`src/rtl/stopwatch_button_ctrl.sv`:
```
// ============================================================================
// Module   : stopwatch_button_ctrl
// Brief    : Synchronises and debounces the stop button, toggles run/pause on
//            a short press and issues a one-cycle clear pulse on a long press.
// Revision : 1.0 - initial release
// ============================================================================
`default_nettype none

module stopwatch_button_ctrl #(
    parameter int unsigned DB_CYCLES   = 1_000_000,
    parameter int unsigned LONG_CYCLES = 100_000_000
) (
    input  logic clk_in,
    input  logic reset,
    input  logic stop_n,
    output logic run,
    output logic clear_pulse,
    output logic stop_db
);

    localparam int unsigned c_DB_W   = $clog2(DB_CYCLES + 1);
    localparam int unsigned c_HOLD_W = $clog2(LONG_CYCLES + 1);

    localparam logic [c_DB_W-1:0]   c_DB_ZERO   = '0;
    localparam logic [c_DB_W-1:0]   c_DB_ONE    = c_DB_W'(1);
    localparam logic [c_DB_W-1:0]   c_DB_LAST   = c_DB_W'(DB_CYCLES - 1);
    localparam logic [c_HOLD_W-1:0] c_HOLD_ZERO = '0;
    localparam logic [c_HOLD_W-1:0] c_HOLD_ONE  = c_HOLD_W'(1);
    localparam logic [c_HOLD_W-1:0] c_HOLD_LAST = c_HOLD_W'(LONG_CYCLES - 1);
    localparam logic [c_HOLD_W-1:0] c_HOLD_MAX  = '1;

    localparam logic [1:0] c_ST_RELEASED  = 2'd0;
    localparam logic [1:0] c_ST_PRESSED   = 2'd1;
    localparam logic [1:0] c_ST_LONG_HELD = 2'd2;

    logic                r_sync1;
    logic                r_sync2;
    logic                r_stable;
    logic                r_stable_d;
    logic [c_DB_W-1:0]   r_db_cnt;
    logic [1:0]          r_state;
    logic [c_HOLD_W-1:0] r_hold_cnt;
    logic                r_run;
    logic                r_clear_pulse;

    logic                w_fall;
    logic                w_rise;

    // Synchroniser and debouncer; any return to the accepted level restarts the count.
    always_ff @(posedge clk_in) begin
        if (reset) begin
            r_sync1    <= 1'b1;
            r_sync2    <= 1'b1;
            r_stable   <= 1'b1;
            r_stable_d <= 1'b1;
            r_db_cnt   <= c_DB_ZERO;
        end else begin
            r_sync1    <= stop_n;
            r_sync2    <= r_sync1;
            r_stable_d <= r_stable;
            if (r_sync2 == r_stable) begin
                r_db_cnt <= c_DB_ZERO;
            end else if (r_db_cnt == c_DB_LAST) begin
                r_stable <= r_sync2;
                r_db_cnt <= c_DB_ZERO;
            end else begin
                r_db_cnt <= r_db_cnt + c_DB_ONE;
            end
        end
    end

    assign w_fall = r_stable_d & ~r_stable;
    assign w_rise = ~r_stable_d & r_stable;

    // Press classifier: the long-press threshold takes priority over a coincident release.
    always_ff @(posedge clk_in) begin
        if (reset) begin
            r_state       <= c_ST_RELEASED;
            r_hold_cnt    <= c_HOLD_ZERO;
            r_run         <= 1'b0;
            r_clear_pulse <= 1'b0;
        end else begin
            r_clear_pulse <= 1'b0;
            case (r_state)
                c_ST_RELEASED: begin
                    if (w_fall) begin
                        r_state    <= c_ST_PRESSED;
                        r_hold_cnt <= c_HOLD_ZERO;
                    end
                end
                c_ST_PRESSED: begin
                    if (r_hold_cnt != c_HOLD_MAX) begin
                        r_hold_cnt <= r_hold_cnt + c_HOLD_ONE;
                    end
                    if (r_hold_cnt == c_HOLD_LAST) begin
                        r_state       <= c_ST_LONG_HELD;
                        r_clear_pulse <= 1'b1;
                        r_run         <= 1'b0;
                    end else if (w_rise) begin
                        r_state <= c_ST_RELEASED;
                        r_run   <= ~r_run;
                    end
                end
                c_ST_LONG_HELD: begin
                    // Level test also catches a release that coincided with the threshold.
                    if (r_stable) begin
                        r_state <= c_ST_RELEASED;
                    end
                end
                default: begin
                    r_state <= c_ST_RELEASED;
                end
            endcase
        end
    end

    assign run         = r_run;
    assign clear_pulse = r_clear_pulse;
    assign stop_db     = r_stable;

endmodule

`default_nettype wire

```
`config.mk`:
```
export PLATFORM = sky130hd
export DESIGN_NAME = stopwatch_button_ctrl
export DESIGN_NICKNAME = d
export VERILOG_FILES = /design/src/rtl/stopwatch_button_ctrl.sv
export SDC_FILE = /design/constraint.sdc
export NUM_CORES = 1
export LEC_CHECK = 0
export BUFFER_PORTS_ARGS = -buffer_cell sky130_fd_sc_hd__buf_4
export CAP_MARGIN = 0
export CORE_ASPECT_RATIO = 0.7
export CORE_MARGIN = 4
export CORE_UTILIZATION = 45
export DETAILED_ROUTE_END_ITERATION = 10
export PLACE_DENSITY_LB_ADDON = 0.12
export SYNTH_ARGS = -nofsm -noshare
export SYNTH_HDL_FRONTEND = slang
export SYNTH_SLANG_ARGS = --single-unit
```
`constraint.sdc`:
```
create_clock -name clk_in -period 2.4 [get_ports clk_in]
set_input_delay 0.48 -clock clk_in [delete_from_list [all_inputs] [get_ports clk_in]]
set_output_delay 0.48 -clock clk_in [all_outputs]
set_load 0.005 [all_outputs]
```
==> results of run 1 <==
[logic make-up (layout without fill, tap and decap cells)]
group,after synthesis,in the layout
multiplexers,3,3
AO/OA/AOI/OAI,69,69
buffers and inverters,20,25
flip-flops,55,55
adder cells (fa/ha/maj),2,2
XOR/XNOR,19,19
AND/OR/NAND/NOR,153,153
[placed cells by master, fill, tap and decap left out, types with 6 or more instances in the layout]
| master | synthesis | routed |
|---|---|---|
| xor2_1 | 14 | 14 |
| a31oi_1 | 7 | 7 |
| buf_4 | 0 | 12 |
| nand4_1 | 14 | 14 |
| dfxtp_1 | 55 | 55 |
| nor2_1 | 39 | 39 |
| o21ai_0 | 13 | 13 |
| nor3_1 | 10 | 10 |
| nand3_1 | 17 | 17 |
| nand2_1 | 25 | 25 |
| a21oi_1 | 23 | 23 |
| a41oi_1 | 6 | 6 |
[final timing paths]
path / cells past startpoint / end / slack (ns)
max: 6 / r_state[1]$_SDFFE_PP0P_ / 0.28
min: 2 / r_sync1$_SDFF_PP1_ / 0.36
max reg2reg: 6 / r_state[1]$_SDFFE_PP0P_ / 0.28
min reg2reg: 1 / r_sync2$_SDFF_PP1_ / 0.43
[flip-flops by register name (all words and copies together) (netlist names)]
name         count
clear_pulse      1
r_db_cnt        20
r_hold_cnt      27
r_stable_d       1
r_state          2
r_sync1          1
r_sync2          1
run              1
stop_db          1
[area by class of cell]
| type | instances | area (sq um) | area share (%) |
|---|---|---|---|
| Tap cell | 75 | 93.8 | 3.21 |
| Sequential cell | 55 | 1100 | 37.7 |
| Multi-Input combinational cell | 246 | 1520 | 52.2 |
| Timing Repair Buffer | 12 | 90.1 | 3.08 |
| Inverter | 5 | 18.8 | 0.642 |
| Clock inverter | 3 | 25.0 | 0.857 |
| Clock buffer | 5 | 68.8 | 2.36 |
[cell usage after synthesis, drive strengths merged, types with 2 or more instances]
cell / instances
a211oi: 6
nor4b: 2
or3b: 2
a21oi: 24
nand4: 15
dfxtp: 55
or4: 2
nand2b: 4
nor2: 39
inv: 5
ha: 2
o21ai: 15
or2: 4
nand2: 25
and3: 5
clkbuf: 10
buf: 5
a311oi: 5
a31oi: 7
nand3b: 2
a41oi: 6
xor2: 14
nand4b: 3
nand3: 18
nor3: 12
xnor2: 5
and2: 5
and4: 5
o21a: 2
nor4: 6
or3: 3
mux2i: 3
[power groups by stage]
stage,Clock [mW],Sequential [mW],Combinational [mW]
final,0.516,0.918,0.0227
after CTS,0.538,0.918,0.0231
after floorplan,0,0.939,0.0147
after global routing,0.578,0.919,0.0261
after global placement,0,0.939,0.0234
after detailed placement,0,0.939,0.0231
[per-stage QoR]
stage	instance area [sq um]	cells	worst slack, ns	hold slack (ns)
2_1_floorplan	2710	321	0.552	0.389
3_3_place_gp	2830	393	0.391	0.408
3_5_place_dp	2830	393	0.333	0.402
4_1_cts	2920	401	0.309	0.350
5_1_grt	2920	401	0.111	0.351
6_report	2920	401	0.276	0.355
[critical path, cell delays in order (launching register included)]
cell	delay, ns
dfxtp_1	0.44
ha_1	0.28
nand3_1	0.23
nor2_1	0.34
nand4_1	0.27
or3_1	0.37
a21oi_1	0.14
[per-layer routing]
metal | routed length [um] | GRT usage (%) | vias to the layer above | part of all wire (%)
li1 | - | - | 1185 | -
met1 | 3370 | 29.0 | 1087 | 58
met2 | 2110 | 21.1 | 55 | 36
met3 | 301 | 3.63 | 4 | 5.2
met4 | 27 | 3.14 | 0 | 0.46
met5 | 0 | 0 | - | 0
==> results.json, run 1 <==
{
  "htree_levels": 2,
  "p_sw_share_pct": 22.3,
  "utilization_pct": 50.5,
  "crit_path_end_kind": "register",
  "post_cts_buffers": 0,
  "hp-class": "in -> reg",
  "ctsResizeCount": 0,
  "powerDensity_nw_per_um2": 499,
  "drv_slew": 0,
  "ant_nets": 0,
  "final.setup.tns_ns": 0,
  "p_leak_nw": 0.922,
  "syn_area_per_cell_sq_um": 8.45,
  "rsz0062_at_grt": "no",
  "worstSkewPairLatency_ns": 0.30,
  "clockBufferDepth": 2,
  "die_x_um": 101,
  "vias": 2331,
  "start_util_pct": 46.9,
  "grt.overflow.total": 0,
  "drcViolationCount": 0,
  "gp_congestion": 0.796,
  "num-nets-final": 330,
  "core_area_sq_um": 5780,
  "synth_seq_cells": 55,
  "hpwl_um": 4010,
  "p_seq_share_pct": 63.0,
  "synth_top_area_cell": "dfxtp_1",
  "hold_viol": 0,
  "grt_pass1_vias": 1982,
  "io-pin-count": 6,
  "ir_drop_uv": 351,
  "syn_inst": 321,
  "synth_edf_count": 0,
  "synth_nets": 326,
  "drt_pass1_iterations": 4,
  "synthArstFlopShare_pct": 0,
  "cp-start-kind": "register",
  "wirelength_um": 5810,
  "p_switching_mw": 0.325,
  "yosys.area_share.adder_pct": 0.923,
  "cts_hold_buf": 0,
  "synth.area.top_cells": "dfxtp_1 (41%), nor2_1 (5.4%), xor2_1 (4.5%), a21oi_1 (4.2%), nand2_1 (3.5%)",
  "synth-xor-area-share_pct": 6.13,
  "critical_path_class": "reg -> reg",
  "cts_buffers": 5,
  "drive_gt1_share_pct": 10.4,
  "vias_per_cell": 5.81,
  "max_freq_ghz": 0.471,
  "synth-seq-area-share_pct": 40.6,
  "clkPwrFrac_pct": 35.4,
  "clkTransAtPathRegs_ns": 0.10,
  "synthSimpleGateAreaFrac_pct": 31.8,
  "root_buffer": "clkbuf_8",
  "setup_violations": 0,
  "synth.distinct_cells": 46,
  "drt-wirelength-per-cell_um": 14.5,
  "status": "completed",
  "synth_warnings": 0,
  "worst_slew_pin_slew_ns": 0.829,
  "crit_start": "r_hold_cnt[0]$_SDFFE_PP0P_",
  "cp_max_fo": 6,
  "synthesis.area_sq_um": 2710,
  "cp.arrival_ns": 2.36,
  "power_mw": 1.46,
  "cts_tree": "done",
  "die_area_sq_um": 7350,
  "period_needed_ns": 2.12,
  "intPower_mw": 1.13,
  "synth_mux_area_share_pct": 1.11,
  "fp-row-count": 23,
  "grt_pass1_wl_um": 10200,
  "synth_top_family_by_area": "simple AND/OR/NAND/NOR gates",
  "synth_top_area_share_pct": 40.6,
  "drtIter0Drc": 159,
  "post-route-period-util_pct": 88.5,
  "ys_dominant_reg_cell": "dfxtp_1",
  "synth_compound_area_share_pct": 16.2,
  "drv_cap": 0,
  "antenna_found_initial": 0,
  "r2r_start": "r_hold_cnt[0]$_SDFFE_PP0P_",
  "worstPathRequired_ns": 2.64,
  "nFillCells": 567,
  "skew_ns": 0.0138,
  "die_h_um": 73.0,
  "io_buffers": 5,
  "clock_sink_count": 55,
  "grt_usage_pct": 17.1,
  "grt_max_degree": 37,
  "power_frac_comb_pct": 1.6,
  "max_slew_margin_pct": 44.6,
  "hold_start": "stop_n",
  "syn_to_final_growth_pct": 7.70,
  "diodes": 0
}
No activity file was read; power rests on OpenSTA's default activity.
==> inputs of run 2 (changes only) <==
--- a/config.mk
+++ b/config.mk
@@ -9,7 +9,7 @@
 export CAP_MARGIN = 0
 export CORE_ASPECT_RATIO = 0.7
 export CORE_MARGIN = 4
-export CORE_UTILIZATION = 45
+export CORE_UTILIZATION = 55
 export DETAILED_ROUTE_END_ITERATION = 10
 export PLACE_DENSITY_LB_ADDON = 0.12
 export SYNTH_ARGS = -nofsm -noshare
==> run 2 against run 1 <==
Total power grew 1.2%. Non-clock buffer count grew 1. Count of clock-buffer cells in the layout is the same. First-iteration DRC count grew 18%. Final cell count shrank 1.2%. Maximum frequency grew 2.0%. Critical path type unchanged.
==> results.json, run 2 (synthesis gave the netlist of run 1 again) <==
{
  "io_buffers": 5,
  "ir_drop_uv": 389,
  "rsz0062_at_grt": "no",
  "max_slew_margin_pct": 54.3,
  "clockBufferDepth": 2,
  "grt_pass1_wl_um": 10400,
  "final.setup.tns_ns": 0,
  "core_area_sq_um": 4780,
  "ant_nets": 0,
  "clkTransAtPathRegs_ns": 0.11,
  "post-route-period-util_pct": 86.8,
  "cts_buffers": 5,
  "hold_viol": 0,
  "die_x_um": 91.9,
  "cp-start-kind": "register",
  "grt_usage_pct": 21.2,
  "powerDensity_nw_per_um2": 503,
  "cp_max_fo": 6,
  "largest-register": "r_hold_cnt",
  "whs_ns": 0.346,
  "vias": 2358,
  "status": "completed",
  "die_h_um": 66.8,
  "die_area_sq_um": 6140,
  "hpwl_um": 4110,
  "drive_gt1_share_pct": 10.7,
  "fp-row-count": 21,
  "grt_max_degree": 37,
  "period_needed_ns": 2.08,
  "mostFrequentLayoutCells": "dfxtp_1 (55), nor2_1 (39), nand2_1 (25), a21oi_1 (23), nand3_1 (17)",
  "drt-wirelength-per-cell_um": 15.0,
  "finalNonFillerCells": 396,
  "largest_reg_flops": 27,
  "drtIter0Drc": 187,
  "drv_cap": 0,
  "worstPathRequired_ns": 2.65,
  "p_leak_nw": 0.930,
  "post_cts_buffers": 0,
  "dp.cells": 388,
  "cts_tree": "done",
  "cp.arrival_ns": 2.33,
  "htree_levels": 2,
  "io-pin-count": 6,
  "num-nets-final": 331,
  "worstSkewPairLatency_ns": 0.31,
  "antenna_found_initial": 0,
  "grt_pass1_vias": 2074,
  "crit_path_end_kind": "register",
  "largest_registers": "r_hold_cnt: 27 flops, r_db_cnt: 20 flops, r_state: 2 flops",
  "diodes": 0,
  "hp-class": "in -> reg",
  "clkPwrFrac_pct": 36.2,
  "power_frac_comb_pct": 1.6,
  "worst_slew_pin_slew_ns": 0.681,
  "start_util_pct": 56.7,
  "wirelength_um": 5940,
  "vias_per_cell": 5.95,
  "cts_hold_buf": 0,
  "root_buffer": "clkbuf_8",
  "p_switching_mw": 0.342,
  "max_freq_ghz": 0.480,
  "syn_to_final_growth_pct": 8.16,
  "p_sw_share_pct": 23.2,
  "critical_path_class": "reg -> reg",
  "skew_ns": 0.0100,
  "drv_slew": 0,
  "p_seq_share_pct": 62.2,
  "setup_violations": 0,
  "gp_congestion": 0.820,
  "clock_sink_count": 55,
  "ctsResizeCount": 0,
  "intPower_mw": 1.13,
  "drcViolationCount": 0,
  "grt.overflow.total": 0,
  "drt_pass1_iterations": 5,
  "mostFrequentLayoutCell": "dfxtp_1"
}
## run 2: changes by cell type in the layout (fill, tap and decap cells not counted), sizes merged
cell | previous run | this run
buf | 12 | 13
## run 2: layout make-up
cell class | count | area, sq um
clock inverters | 3 | 25.0
repair buffers | 13 | 110
flip-flops and latches | 55 | 1100
well taps | 69 | 86.3
multi-input cells | 246 | 1520
clock buffers | 5 | 68.8
fillers | 451 | 1850
inverters | 5 | 18.8
## run 2: critical path, stage by stage (launching register included)
cell and delay [ns]:
dfxtp_1 0.43, ha_1 0.26, nand3_1 0.23, nor4_4 0.44, nand2_1 0.12, or4_1 0.41, a21oi_1 0.14
## run 2: routing by layer
metal	share of wire [%]	GRT usage, %
met1	55	33.9
met2	40	28.0
met3	4.8	4.74
met4	0.30	4.63
met5	0	0
## run 2: worst paths after layout
check	start	end	slack [ns]	cells after the start
worst max-delay path	r_hold_cnt[0]$_SDFFE_PP0P_	r_hold_cnt[18]$_SDFFE_PP0P_	0.32	6
worst min-delay path	stop_n	r_sync1$_SDFF_PP1_	0.35	2
worst max register to register	r_hold_cnt[0]$_SDFFE_PP0P_	r_hold_cnt[18]$_SDFFE_PP0P_	0.32	6
worst min register to register	r_sync1$_SDFF_PP1_	r_sync2$_SDFF_PP1_	0.42	1
## run 2: power by group through the flow
stage,Sequential (mW),Clock (mW),Combinational [mW]
floorplan,0.939,0,0.0147
global placement,0.939,0,0.0235
detailed placement,0.939,0,0.0234
CTS,0.918,0.546,0.0235
global route,0.919,0.588,0.0256
finish,0.918,0.534,0.0233
## run 2: stage by stage
step                setup WS [ns]  cell area [sq um]  utilization [%]  power (mW)
CTS                         0.315               2930             61.4        1.49
detailed placement          0.340               2840             59.4       0.963
global placement            0.421               2840             59.4       0.963
finish                      0.318               2930             61.4        1.48
floorplan                   0.552               2710                -       0.954
global route                0.130               2930             61.4        1.53
==> inputs of run 3 (changes only) <==
--- a/config.mk
+++ b/config.mk
@@ -8,10 +8,10 @@
 export BUFFER_PORTS_ARGS = -buffer_cell sky130_fd_sc_hd__buf_4
 export CAP_MARGIN = 0
 export CORE_ASPECT_RATIO = 0.7
-export CORE_MARGIN = 4
+export CORE_MARGIN = 5
 export CORE_UTILIZATION = 55
 export DETAILED_ROUTE_END_ITERATION = 10
-export PLACE_DENSITY_LB_ADDON = 0.12
+export PLACE_DENSITY = 0.73
 export SYNTH_ARGS = -nofsm -noshare
 export SYNTH_HDL_FRONTEND = slang
 export SYNTH_SLANG_ARGS = --single-unit
==> run 3 against run 2 <==
Register-to-register slack got worse by 0.07 ns. Total power increased by 6.9%. Critical path depth unchanged. Critical endpoint is now r_hold_cnt[12]$_SDFFE_PP0P_. Largest power group unchanged.
==> results.json, run 3 (synthesis gave the netlist of run 1 again) <==
{
  "worst-path-buf-inv": 0,
  "r2r_start": "r_hold_cnt[1]$_SDFFE_PP0P_",
  "grt_pass1_wl_um": 10100,
  "ant_nets": 0,
  "hold_viol": 0,
  "slowest_delay_ns": 0.56,
  "gp_congestion": 0.813,
  "cts_hold_buf": 0,
  "hpwl_um": 3980,
  "io-pin-count": 6,
  "cp_max_fo": 18,
  "cts_tree": "done",
  "whs_ns": 0.327,
  "largest_reg_flops": 27,
  "drt_pass1_iterations": 4,
  "post-route-period-util_pct": 89.6,
  "hp-class": "in -> reg",
  "ff2ff_setup_slack_ns": 0.25,
  "largest-register": "r_hold_cnt",
  "die_area_sq_um": 6460,
  "vias_per_cell": 5.88,
  "fp-row-count": 21,
  "syn_to_final_growth_pct": 8.12,
  "cts_buffers": 5,
  "post_cts_buffers": 0,
  "clockBufferDepth": 2,
  "finalNonFillerCells": 395,
  "utilization_pct": 61.3,
  "max_slew_margin_pct": 39.5,
  "hold_start": "stop_n",
  "htree_levels": 2,
  "worstSkewPairLatency_ns": 0.33,
  "cp_num_cells": 6,
  "setup_violations": 0,
  "start_util_pct": 56.7,
  "period_needed_ns": 2.15,
  "final.setup.tns_ns": 0,
  "crit_path_end_kind": "register",
  "skew_ns": 0.0167,
  "ir_drop_uv": 338,
  "powerDensity_nw_per_um2": 538,
  "rsz0062_at_grt": "no",
  "num-nets-final": 330,
  "crit_slowest_cell": "a21bo_1",
  "drv_cap": 0,
  "worstPathRequired_ns": 2.65,
  "path_cells": "ha_1 > nand4_1 > nor3_2 > a21bo_1 > nor2_1 > a211oi_2",
  "drive_gt1_share_pct": 10.4,
  "p_leak_nw": 0.936,
  "clkTransAtPathRegs_ns": 0.11,
  "root_buffer": "clkbuf_8",
  "cp-start-kind": "register",
  "drcViolationCount": 0,
  "critical_path_class": "reg -> reg",
  "gr-usage-met2_pct": 26.5,
  "use_met3_pct": 3.90,
  "r2r_cells": 6,
  "vias": 2324,
  "reg2reg_to": "r_hold_cnt[12]$_SDFFE_PP0P_",
  "antenna_found_initial": 0,
  "drv_slew": 0,
  "critPathTopFamily": "compound AO/OA/AOI/OAI gates",
  "worst_slew_pin_slew_ns": 0.906,
  "io_buffers": 5,
  "cp.arrival_ns": 2.40,
  "largest_registers": "r_hold_cnt: 27 flops, r_db_cnt: 20 flops, r_state: 2 flops",
  "mostFrequentLayoutCells": "dfxtp_1 (55), nor2_1 (39), nand2_1 (25), a21oi_1 (23), nand3_1 (17)",
  "die_h_um": 68.8,
  "status": "completed",
  "grt_usage_pct": 20.0,
  "max_freq_ghz": 0.465,
  "core_area_sq_um": 4780,
  "min_to": "r_sync1$_SDFF_PP1_",
  "clock_sink_count": 55,
  "die_x_um": 93.9,
  "dp.cells": 387,
  "drt-wirelength-per-cell_um": 14.8,
  "grt_max_degree": 37,
  "mostFrequentLayoutCell": "dfxtp_1",
  "drtIter0Drc": 196,
  "grt.overflow.total": 0,
  "wirelength_um": 5860,
  "grt_pass1_vias": 2058,
  "use_met1_pct": 31.4,
  "diodes": 0,
  "ctsResizeCount": 0,
  "grt-busiest-layer": "met1",
  "whs_path_depth": 2
}
run 3: where the power goes:
| part | total (mW) | internal (mW) | switching (mW) |
|---|---|---|---|
| Combinational | 0.0230 | 0.00798 | 0.0150 |
| Clock | 0.635 | 0.311 | 0.324 |
| Sequential | 0.918 | 0.916 | 0.00273 |
| Total | 1.58 | 1.23 | 0.342 |
run 3: per-layer routing:
metal,share of wire [%],up-vias
met4,1.2,0
met5,0,-
met2,39,67
met3,6.7,9
li1,-,1178
met1,53,1070
run 3: layout make-up:
cell class	count	area (sq um)
clock buffer	5	68.8
clock inverter	3	43.8
fill	418	1850
inverter	5	18.8
multi-input combinational	246	1520
sequential	55	1100
tap	69	86.3
timing repair buffer	12	90.1
run 3: worst max-delay path by stage:
stage | startpoint | to | slack (ns)
floorplan | r_hold_cnt[0]$_SDFFE_PP0P_ | r_hold_cnt[18]$_SDFFE_PP0P_ | 0.55
global placement | r_hold_cnt[0]$_SDFFE_PP0P_ | r_hold_cnt[10]$_SDFFE_PP0P_ | 0.41
detailed placement | r_hold_cnt[0]$_SDFFE_PP0P_ | r_hold_cnt[12]$_SDFFE_PP0P_ | 0.36
CTS | r_hold_cnt[1]$_SDFFE_PP0P_ | r_hold_cnt[12]$_SDFFE_PP0P_ | 0.31
global route | r_hold_cnt[0]$_SDFFE_PP0P_ | r_hold_cnt[13]$_SDFFE_PP0P_ | 0.04
finish | r_hold_cnt[1]$_SDFFE_PP0P_ | r_hold_cnt[12]$_SDFFE_PP0P_ | 0.25
run 3: per-stage QoR:
step                      cell area [sq um]  setup WS, ns  power (mW)
final                                  2930         0.250        1.58
after global routing                   2930        0.0404        1.63
after CTS                              2930         0.307        1.59
after detailed placement               2820         0.357       0.963
after global placement                 2820         0.405       0.962
after floorplan                        2710         0.552       0.954
run 3: worst reg2reg max path, cell delays in order (launching register included):
cell and delay (ns):
dfxtp_1 0.44, ha_1 0.26, nand4_1 0.17, nor3_2 0.32
a21bo_1 0.56, nor2_1 0.13, a211oi_2 0.21
